**config.mk**
```make
export PLATFORM = sky130hd
export DESIGN_NAME = mem_bus_arbiter_flat
export DESIGN_NICKNAME = d
export VERILOG_FILES = /design/src/rtl/mem_bus_arbiter_pkg.sv /design/src/rtl/mem_bus_arbiter_if.sv /design/src/rtl/mem_bus_arbiter_starve_cnt.sv /design/src/rtl/mem_bus_arbiter.sv /design/src/flat_wrapper.sv
export SDC_FILE = /design/constraint.sdc
export NUM_CORES = 1
export LEC_CHECK = 0
export CAP_MARGIN = 10
export CELL_PAD_IN_SITES_DETAIL_PLACEMENT = 0
export CELL_PAD_IN_SITES_GLOBAL_PLACEMENT = 1
export CORE_MARGIN = 10
export CORE_UTILIZATION = 27
export CTS_CLUSTER_DIAMETER = 50
export DETAILED_ROUTE_END_ITERATION = 12
export PLACE_DENSITY_LB_ADDON = 0.1
export RECOVER_POWER = 50
export SETUP_SLACK_MARGIN = 0.2
export SLEW_MARGIN = 20
export SYNTH_ARGS = -nofsm -noshare
export SYNTH_HDL_FRONTEND = slang
export SYNTH_SLANG_ARGS = --single-unit
```
**constraint.sdc**
```tcl
create_clock -name clk -period 1.65 [get_ports clk]
set_clock_uncertainty 0.1 [all_clocks]
set_input_delay 0.33 -clock clk [delete_from_list [all_inputs] [get_ports clk]]
set_output_delay 0.33 -clock clk [all_outputs]
set_load 0.01 [all_outputs]
```
**src/rtl/mem_bus_arbiter_pkg.sv**
```systemverilog
// mem_arb_pkg: shared definitions for mem_bus_arbiter.
// Provides the access-owner state enum, RAM RW levels, address-mux select
// levels and the width of the fetch starvation counter.
package mem_arb_pkg;
    typedef enum logic [1:0] {IDLE, IF_ACC, DM_ACC} arb_state_t;
    localparam logic RW_READ     = 1'b1;
    localparam logic RW_WRITE    = 1'b0;
    localparam logic ADDR_SEL_IF = 1'b0;
    localparam logic ADDR_SEL_DM = 1'b1;
    localparam int   STARVE_W    = 4;
endpackage

```
**src/rtl/mem_bus_arbiter_if.sv**
```systemverilog
// mem_bus_arbiter_if: fetch requester, data requester and RAM port signals.
// master: arbiter view (takes requests and RAM read data, drives grants,
//         valids, read data and the RAM address/RW/write-data/select lines).
// slave:  requester/RAM view, directions mirrored.
interface mem_bus_arbiter_if #(
    parameter int ADDR_W = 16,
    parameter int DATA_W = 32
);
    logic              if_req;
    logic [ADDR_W-1:0] if_addr;
    logic              if_gnt;
    logic              if_valid;
    logic [DATA_W-1:0] if_rdata;
    logic              dm_req;
    logic              dm_we;
    logic [ADDR_W-1:0] dm_addr;
    logic [DATA_W-1:0] dm_wdata;
    logic              dm_gnt;
    logic              dm_valid;
    logic [DATA_W-1:0] dm_rdata;
    logic [ADDR_W-1:0] mem_addr;
    logic              mem_rw;
    logic [DATA_W-1:0] mem_wdata;
    logic [DATA_W-1:0] mem_rdata;
    logic              addr_sel;
    modport master (
        input  if_req, if_addr, dm_req, dm_we, dm_addr, dm_wdata, mem_rdata,
        output if_gnt, if_valid, if_rdata, dm_gnt, dm_valid, dm_rdata,
               mem_addr, mem_rw, mem_wdata, addr_sel
    );
    modport slave (
        output if_req, if_addr, dm_req, dm_we, dm_addr, dm_wdata, mem_rdata,
        input  if_gnt, if_valid, if_rdata, dm_gnt, dm_valid, dm_rdata,
               mem_addr, mem_rw, mem_wdata, addr_sel
    );
endinterface

```
**src/rtl/mem_bus_arbiter_starve_cnt.sv**
```systemverilog
// mem_arb_starve_cnt: counts consecutive arbitrations a pending fetch lost.
// Ports: clk, rst (sync, active-high); i_if_req fetch pending; i_dm_win data
// requester wins this edge; o_starved count has reached LIMIT.
module mem_arb_starve_cnt
    import mem_arb_pkg::*;
#(
    parameter int LIMIT = 4
) (
    input  logic clk,
    input  logic rst,
    input  logic i_if_req,
    input  logic i_dm_win,
    output logic o_starved
);
    logic [STARVE_W-1:0] r_cnt;
    always_ff @(posedge clk) begin
        if (rst) r_cnt <= '0;
        else     r_cnt <= (i_if_req && i_dm_win) ? ((&r_cnt) ? r_cnt : r_cnt + 1'b1) : '0;
    end
    assign o_starved = r_cnt >= STARVE_W'(LIMIT);
endmodule

```
**src/rtl/mem_bus_arbiter.sv**
```systemverilog
// mem_bus_arbiter: shares one RAM port between instruction fetch and data
// load/store, one access per cycle, data-over-fetch priority with a fetch
// starvation guard; read data returns registered one cycle after the access.
// Ports: clk, rst (sync, active-high); bus (mem_bus_arbiter_if.master) with
// fetch/data handshakes and the RAM port; with MEM_ARB_PERF_EN defined also
// perf_if_cnt, perf_dm_cnt, perf_stall_cnt (32-bit wrapping counters).
module mem_bus_arbiter
    import mem_arb_pkg::*;
#(
    parameter int ADDR_W       = 16,
    parameter int DATA_W       = 32,
    parameter int STARVE_LIMIT = 4
) (
    input  logic clk,
    input  logic rst,
`ifdef MEM_ARB_PERF_EN
    output logic [31:0] perf_if_cnt,
    output logic [31:0] perf_dm_cnt,
    output logic [31:0] perf_stall_cnt,
`endif
    mem_bus_arbiter_if.master bus
);
    arb_state_t        r_state, w_next;
    logic              w_starved, r_we, r_if_valid, r_dm_valid;
    logic [ADDR_W-1:0] r_addr;
    logic [DATA_W-1:0] r_wdata, r_if_rdata, r_dm_rdata;

    mem_arb_starve_cnt #(.LIMIT(STARVE_LIMIT)) u_starve (
        .clk       (clk),
        .rst       (rst),
        .i_if_req  (bus.if_req),
        .i_dm_win  (w_next == DM_ACC),
        .o_starved (w_starved)
    );

    // A request seen high while its grant is up is the requester's next one
    // (it swaps in new fields on gnt), so back-to-back grants need no gating.
    // The winner's fields are latched so the bus stays put while they change.
    always_comb begin
        w_next        = (bus.if_req && (w_starved || !bus.dm_req)) ? IF_ACC :
                        bus.dm_req ? DM_ACC : IDLE;
        bus.if_gnt    = r_state == IF_ACC;
        bus.dm_gnt    = r_state == DM_ACC;
        bus.addr_sel  = (r_state == DM_ACC) ? ADDR_SEL_DM : ADDR_SEL_IF;
        bus.mem_addr  = r_addr;
        bus.mem_wdata = r_wdata;
        bus.mem_rw    = (r_we && !rst) ? RW_WRITE : RW_READ;
        bus.if_valid  = r_if_valid;
        bus.if_rdata  = r_if_rdata;
        bus.dm_valid  = r_dm_valid;
        bus.dm_rdata  = r_dm_rdata;
    end

    always_ff @(posedge clk) begin
        if (rst) begin
            r_state    <= IDLE;
            r_addr     <= '0;
            r_wdata    <= '0;
            r_we       <= 1'b0;
            r_if_valid <= 1'b0;
            r_dm_valid <= 1'b0;
            r_if_rdata <= '0;
            r_dm_rdata <= '0;
        end else begin
            r_state    <= w_next;
            r_addr     <= (w_next == IF_ACC) ? bus.if_addr : (w_next == DM_ACC) ? bus.dm_addr : '0;
            r_wdata    <= (w_next == DM_ACC) ? bus.dm_wdata : '0;
            r_we       <= (w_next == DM_ACC) && bus.dm_we;
            r_if_valid <= r_state == IF_ACC;
            r_dm_valid <= r_state == DM_ACC;
            if (r_state == IF_ACC) r_if_rdata <= bus.mem_rdata;
            if (r_state == DM_ACC) r_dm_rdata <= r_we ? '0 : bus.mem_rdata;
        end
    end

`ifdef MEM_ARB_PERF_EN
    always_ff @(posedge clk) begin
        if (rst) begin
            perf_if_cnt    <= '0;
            perf_dm_cnt    <= '0;
            perf_stall_cnt <= '0;
        end else begin
            perf_if_cnt    <= perf_if_cnt + 32'(r_state == IF_ACC);
            perf_dm_cnt    <= perf_dm_cnt + 32'(r_state == DM_ACC);
            perf_stall_cnt <= perf_stall_cnt + 32'(bus.if_req && r_state != IF_ACC);
        end
    end
`endif
endmodule
```
**src/flat_wrapper.sv**
```systemverilog
// flat-port wrapper written by rule: the top's interface ports become plain ports
module mem_bus_arbiter_flat import mem_arb_pkg::*;
#(
    parameter int ADDR_W       = 16,
    parameter int DATA_W       = 32,
    parameter int STARVE_LIMIT = 4
)
  (clk, rst, bus_if_req, bus_if_addr, bus_dm_req, bus_dm_we, bus_dm_addr, bus_dm_wdata, bus_mem_rdata, bus_if_gnt, bus_if_valid, bus_if_rdata, bus_dm_gnt, bus_dm_valid, bus_dm_rdata, bus_mem_addr, bus_mem_rw, bus_mem_wdata, bus_addr_sel);
  mem_bus_arbiter_if #(.ADDR_W(ADDR_W), .DATA_W(DATA_W)) bus_i ();
  input  logic clk;
  input  logic rst;
  input wire logic [$bits(bus_i.if_req)-1:0] bus_if_req;
  input wire logic [$bits(bus_i.if_addr)-1:0] bus_if_addr;
  input wire logic [$bits(bus_i.dm_req)-1:0] bus_dm_req;
  input wire logic [$bits(bus_i.dm_we)-1:0] bus_dm_we;
  input wire logic [$bits(bus_i.dm_addr)-1:0] bus_dm_addr;
  input wire logic [$bits(bus_i.dm_wdata)-1:0] bus_dm_wdata;
  input wire logic [$bits(bus_i.mem_rdata)-1:0] bus_mem_rdata;
  output wire logic [$bits(bus_i.if_gnt)-1:0] bus_if_gnt;
  output wire logic [$bits(bus_i.if_valid)-1:0] bus_if_valid;
  output wire logic [$bits(bus_i.if_rdata)-1:0] bus_if_rdata;
  output wire logic [$bits(bus_i.dm_gnt)-1:0] bus_dm_gnt;
  output wire logic [$bits(bus_i.dm_valid)-1:0] bus_dm_valid;
  output wire logic [$bits(bus_i.dm_rdata)-1:0] bus_dm_rdata;
  output wire logic [$bits(bus_i.mem_addr)-1:0] bus_mem_addr;
  output wire logic [$bits(bus_i.mem_rw)-1:0] bus_mem_rw;
  output wire logic [$bits(bus_i.mem_wdata)-1:0] bus_mem_wdata;
  output wire logic [$bits(bus_i.addr_sel)-1:0] bus_addr_sel;
  assign bus_i.if_req = bus_if_req;
  assign bus_i.if_addr = bus_if_addr;
  assign bus_i.dm_req = bus_dm_req;
  assign bus_i.dm_we = bus_dm_we;
  assign bus_i.dm_addr = bus_dm_addr;
  assign bus_i.dm_wdata = bus_dm_wdata;
  assign bus_i.mem_rdata = bus_mem_rdata;
  assign bus_if_gnt = bus_i.if_gnt;
  assign bus_if_valid = bus_i.if_valid;
  assign bus_if_rdata = bus_i.if_rdata;
  assign bus_dm_gnt = bus_i.dm_gnt;
  assign bus_dm_valid = bus_i.dm_valid;
  assign bus_dm_rdata = bus_i.dm_rdata;
  assign bus_mem_addr = bus_i.mem_addr;
  assign bus_mem_rw = bus_i.mem_rw;
  assign bus_mem_wdata = bus_i.mem_wdata;
  assign bus_addr_sel = bus_i.addr_sel;
  mem_bus_arbiter #(.ADDR_W(ADDR_W), .DATA_W(DATA_W), .STARVE_LIMIT(STARVE_LIMIT)) u_core (.clk(clk), .rst(rst), .bus(bus_i));
endmodule
```
==> metrics, run 1 <==
DRC 0; worst r2r src u_core.r_state[0]; setup ws final 124 ps; Critical Path Source u_core.r_state[0]; cts bufs inserted 17; CP endpoint kind primary output; Final Hold Fails 0; gr usage total between 10% and 20%; CP arrival ~1100 ps; first-pass GRT wire length roughly 19000 µm; syn_area_per_cell 10.8 µm²; IO Pins 219; Post-Route WL 12900 µm; wire per inst between 15 and 20 µm; initial core utilization 27.9%; top_reg_cell synth dfxtp_1; Seq/Total Area, Yosys about 65%; Worst EP required about 1200 ps; 1st-iter DRT viols ~170; Distinct cells, synth 28; Vias between 3k and 4k; Pleak about 0.0026 µW; Synth Area in Compound Gates between 10% and 20%; Core Area 13400 µm²; dominant cell type by area after synthesis dfxtp_1; share of async-settable or async-resettable flops after synthesis 0%; hold wc startpoint u_core.bus.if_rdata[4]; CP Launch Type flip-flop; Clock Pin Slew Worst Setup and Hold Paths about 50 ps; Final Net Count 677; Yosys warning total 0; latest clock arrival within the worst-skew pair about 410 ps; DIE AREA 18900 µm²; status finished, final reports clean; largest net degree at the start of global routing 35; Max VDD drop ~0.62 mV; FF+latch count, synth between 100 and 150; die height about 140 µm; synthesized area around 3700 µm²; max cap viols 0; Clock Sinks ~120; min-delay worst type flip-flop to flip-flop; Placed Instances about 730; Post-Synth XOR/XNOR Area less than 1%; vias per cell about 4.3; Setup TNS 0 ps; worst slack, placed -87.4 ps; Yosys top cell area share 64.8%; First-pass DRT Iterations 4; H-tree lvl count 4; Adder-Cell Fraction of Synth Area less than 1%; port bufs roughly 220; CTS Buffer Depth 2; CTS tree done; hold_ws roughly 350 ps; initial antenna violation count 1; number of synthesized flops with an enable pin 0; RSZ-0062 raised after global routing yes; crit path max fanout 2; Final ANT Viol Nets 0; largest family of logic cells by synthesized area compound AO/OA/AOI/OAI gates; Setup CP Type flip-flop to primary output; fill count 1360; largest cells by area after synthesis dfxtp_1 65%, a22o_1 11%, nand2_1 6.4%; vias in the first global route about 3.5k; root buf cell clkbuf_16; Hold Buf Count CTS 0; count of final setup violators 0; Post-Synth Simple-Gate Area 14.4%; area grow syn2layout 72.8%; layout cell share with drive strength beyond 1 ~13%; Rows 42; gr ovfl total 0; Layout Cells excl Fill approximately 770; period utilization between 90 and 100%; Die W approximately 140 µm; Syn Inst Count 346; GPL Wtd Cong 0.697; Power Density around 1200 nW/µm²; post-layout min period between 1500 and 2000 ps; mux cell area share after synthesis less than 1%; f_max 655 MHz; syn_nets 448; dpl hpwl ~9700 µm; fin. max-slew vios 0
[critical path, cell delays in order, from the launching register on]
cell	delay, ps
dfxtp_1	360
buf_6	120
nand2b_4	60
inv_4	60
buf_6	90
[sequential cells by signal (all words and copies together), names as in the netlist]
signal                 flops
u_core.bus.dm_valid        1
u_core.bus.mem_wdata      32
u_core.r_we                1
u_core.bus.dm_rdata       32
u_core.bus.mem_addr       16
u_core.r_state             2
u_core.u_starve.r_cnt      4
u_core.bus.if_valid        1
u_core.bus.if_rdata       32
[worst paths after layout]
check,end,slack [ps],cells after the start
max reg2reg,u_core.bus.dm_rdata[11],200,6
min reg2reg,u_core.bus.if_rdata[4],350,2
min,u_core.bus.if_rdata[4],350,2
max,bus_if_gnt,120,4
[synth_stat cells (3+ instances only)]
| cell | n |
|---|---|
| nor2_1 | 3 |
| a21oi_1 | 32 |
| and2_1 | 33 |
| nand2_1 | 64 |
| clkbuf_1 | 3 |
| buf_2 | 14 |
| dfxtp_1 | 121 |
| nand2b_1 | 4 |
| a22o_1 | 48 |
[report_power, final]
| group | switching (µW) | leakage (µW) | internal (µW) |
|---|---|---|---|
| Clock | 1240 | 0.000299 | 2450 |
| Sequential | 51.3 | 0.000991 | 3060 |
| Combinational | 318 | 0.00128 | 426 |
| Total | 1610 | 0.00257 | 5930 |
[cells by family after synthesis]
kind of cell	Yosys count
DFF	121
and+or+nand+nor	112
AOI/OAI and AO/OA	82
buffers and inverters	27
adders and majority gates	1
other	1
xor gates and xnor gates	1
muxes	1
[timing repair]
action / 4_1_cts / 5_1_grt
buffers inserted: 2 / 1
gates resized for setup: 253 / 82
endpoints found under the setup margin: 118 / 109
[cell type report]
type,instances,area (µm²),share of cell area (%)
clock buffer,25,515,7.98
timing repair buffer,235,2000,31.0
multi-input combinational,198,1190,18.4
sequential,121,2430,37.6
antenna,1,2.50,0.0388
clock inverter,7,87.6,1.36
tap,176,220,3.41
inverter,2,12.5,0.194
[stage by stage]
stage               power (µW)  utilization (%)  instance area [µm²]
floorplan                 3420                -                 3740
finish                    7540             48.2                 6460
detailed placement        4020             46.0                 6160
global route              7880             48.2                 6450
CTS                       7690             50.6                 6780
global placement          4010             46.0                 6160
[layer usage]
| metal | GRT usage [%] | share of wire, % | wire (µm) | vias up |
|---|---|---|---|---|
| li1 | - | - | - | 1630 |
| met1 | 14.0 | 39 | 5060 | 1482 |
| met2 | 21.4 | 46 | 5900 | 145 |
| met3 | 9.32 | 14 | 1760 | 15 |
| met4 | 5.62 | 1.5 | 189 | 0 |
| met5 | 0 | 0 | 0 | - |
[cell usage in the layout (no fill, tap or decap), types with 2 or more instances in the layout]
| cell type | n |
|---|---|
| a21oi_1 | 33 |
| a22o_1 | 48 |
| and2_0 | 12 |
| and2_1 | 21 |
| and3_1 | 2 |
| buf_12 | 3 |
| buf_2 | 2 |
| buf_4 | 10 |
| buf_6 | 4 |
| bufinv_16 | 2 |
| clkbuf_1 | 57 |
| clkbuf_16 | 17 |
| clkbuf_2 | 2 |
| clkbuf_8 | 6 |
| clkdlybuf4s15_1 | 35 |
| clkdlybuf4s15_2 | 15 |
| clkdlybuf4s50_1 | 99 |
| clkinv_2 | 4 |
| dfxtp_1 | 116 |
| dfxtp_2 | 5 |
| dlygate4sd2_1 | 9 |
| inv_4 | 2 |
| nand2_1 | 64 |
| nand2b_1 | 2 |
| nand2b_4 | 2 |
| nor2_1 | 3 |
(Power assumes the default switching activity.)
==> inputs of run 2 (changes only) <==
--- a/config.mk
+++ b/config.mk
@@ -10,9 +10,8 @@
 export CELL_PAD_IN_SITES_GLOBAL_PLACEMENT = 1
 export CORE_MARGIN = 10
 export CORE_UTILIZATION = 27
-export CTS_CLUSTER_DIAMETER = 50
 export DETAILED_ROUTE_END_ITERATION = 12
-export PLACE_DENSITY_LB_ADDON = 0.1
+export PLACE_DENSITY_LB_ADDON = 0.2
 export RECOVER_POWER = 50
 export SETUP_SLACK_MARGIN = 0.2
 export SLEW_MARGIN = 20
==> run 2 against run 1 <==
Non-clock buffer count shrank 1; die area is the same; total power grew 1.4%; worst hold slack lost 84 ps; worst setup slack lost 5.1 ps; maximum frequency shrank 0.33%.
==> metrics, run 2 (same netlist as run 1, synthesis figures left out) <==
Hold Buf Count CTS 0 (unchanged); period utilization 92.8% (+0.31 points); largest net degree at the start of global routing 40 (+14%); root buf cell clkbuf_16; 1st-iter DRT viols 121 (-27%); fin. max-slew vios 0 (unchanged); area grow syn2layout 72.1%; CP endpoint kind primary output; Vias 3331 (+1.8%); status finished, final reports clean; DIE AREA 18900 µm² (unchanged); placed inst area 6170 µm² (+0.12%); FF-to-FF setup slack 170 ps (-30 ps); R2R depth 4 (-2); CTS tree done; combinational power share 9.7% (-0.2 points); CP arrival 1100 ps (about the same); initial antenna violation count 1 (unchanged); port bufs 218 (unchanged); Power Total 7640 µW (+1.4%); die height 138 µm (unchanged); CP cell instances nand2b_1 -> inv_2 -> buf_6; Final ANT Viol Nets 0 (unchanged); wire per inst 16.9 µm (+0.36%); hold_ws 267 ps (-84.4 ps); setup ws final 119 ps (-5.08 ps); Worst path max stage delay 360 ps (about the same); vias in the first global route 3405 (-1.6%); final instance area 6430 µm² (-0.45%); Clock Pin Slew Worst Setup and Hold Paths 50 ps (about the same); max cap viols 0 (unchanged); first-pass GRT wire length 19300 µm (-0.53%); Flop pwr share 40.6% (-0.6 points); CP Launch Type flip-flop; most frequent cells in the layout 118 x dfxtp_1, 99 x clkdlybuf4s50_1, 64 x nand2_1; Rows 42 (unchanged); Power Density 1190 nW/µm² (+1.8%); IO Pins 219 (unchanged); DRC 0 (unchanged); leading cell type in the layout, fill and taps excluded dfxtp_1; Clock Power Share 49.7% (+0.8 points); Setup CP Type flip-flop to primary output; Critical Path Source u_core.r_state[1]; f_max 653 MHz (-0.33%); crit path max fanout 2 (unchanged); Power Internal 6040 µW (+1.8%); critical path endpoint bus_if_gnt; min-delay worst type primary input to flip-flop; Max VDD drop 0.599 mV (-3.4%); latest clock arrival within the worst-skew pair 410 ps (about the same); CTS Buffer Depth 2 (unchanged); Post-Route WL 12900 µm (+0.23%); worst slack, placed -53.8 ps (+33.6 ps); First-pass DRT Iterations 4 (unchanged); gr ovfl total 0 (unchanged); H-tree lvl count 4 (unchanged); Core Area 13400 µm² (unchanged); gr usage total 13.6% (-0.094 points); RSZ-0062 raised after global routing yes; vias per cell 4.36 (+1.9%); Die W 138 µm (unchanged); Pleak 0.00263 µW (+2.1%); dpl hpwl 9920 µm (+2.3%); count of final setup violators 0 (unchanged); initial core utilization 27.9% (unchanged); Net Sw Frac 21.0% (-0.32 points); worst r2r src u_core.u_starve.r_cnt[3]; Finished Core Util 48.0% (-0.21 points); Net Switching 1610 µW (-0.16%); post-layout min period 1530 ps (+5.08 ps); Final Net Count 676 (-0.15%); Final Hold Fails 0 (unchanged); cts bufs inserted 17 (unchanged); Clock Sinks 121 (unchanged); R2R Path End u_core.u_starve.r_cnt[0]; Slowest cell on crit path dfxtp_1; GPL Wtd Cong 0.730 (+4.6%); Worst EP required 1220 ps (about the same); layout cell share with drive strength beyond 1 15.0% (+1.6 points)
==> run 2: cell count changes in the layout (fill, tap and decap cells not counted), moves of 2 or more <==
| cell | previous run | this run |
|---|---|---|
| clkdlybuf4s15_1 | 35 | 33 |
| dfxtp_2 | 5 | 3 |
| clkdlybuf4s15_2 | 15 | 9 |
| dfxtp_1 | 116 | 118 |
| clkbuf_2 | 2 | 15 |
| buf_2 | 2 | 9 |
| and2_1 | 21 | 30 |
| buf_4 | 10 | 7 |
| and2_0 | 12 | 3 |
| clkbuf_1 | 57 | 48 |
==> run 2: through the flow <==
step	TNS (ps)	cells
2_1_floorplan	0	346
3_3_place_gp	-959	730
3_5_place_dp	-1400	730
4_1_cts	0	763
5_1_grt	0	763
6_report	0	764
==> run 2: layout make-up <==
cell class	count	area (µm²)
Antenna cell	1	2.50
Clock buffer	24	502
Clock inverter	8	115
Fill cell	1347	6970
Inverter	2	10.0
Multi-Input combinational cell	198	1190
Sequential cell	121	2430
Tap cell	176	220
Timing Repair Buffer	234	1960
==> run 2: layer usage <==
layer | global-route usage [%] | part of all wire [%] | up-vias
met3 | 8.96 | 13 | 14
li1 | - | - | 1627
met1 | 14.0 | 39 | 1532
met2 | 21.4 | 47 | 158
met4 | 5.44 | 1.2 | 0
met5 | 0 | 0 | -
==> run 2: critical path: cells and delay by family (launching register included) <==
kind          cells  cell delay (ps)
buf+inv           2              170
flops             1              360
simple gates      1              160
==> run 2: worst min-delay path by stage <==
stage               slack (ps)  depth (start not counted)                       end                      from
global placement           340                          2   u_core.bus.if_rdata[25]   u_core.bus.if_rdata[25]
floorplan                  340                          1  u_core.u_starve.r_cnt[2]  u_core.u_starve.r_cnt[2]
finish                     270                          3   u_core.bus.if_rdata[17]                       rst
detailed placement         350                          2    u_core.bus.if_rdata[4]    u_core.bus.if_rdata[4]
global route               270                          3       u_core.bus.if_valid                       rst
CTS                        250                          3       u_core.bus.if_valid                       rst
==> run 2: power groups by stage <==
stage	registers, µW	clock network [µW]	logic (µW)
finish	3110	3800	743
global route	3120	4040	805
CTS	3110	3890	805
floorplan	3220	0	199
detailed placement	3170	0	856
global placement	3160	0	852
==> run 2: what timing repair did <==
action	4_1_cts	5_1_grt
setup endpoints to repair	118	103
buffers inserted	1	0
resized for setup	250	87
hold endpoints to repair	0	0
pin swaps	0	0
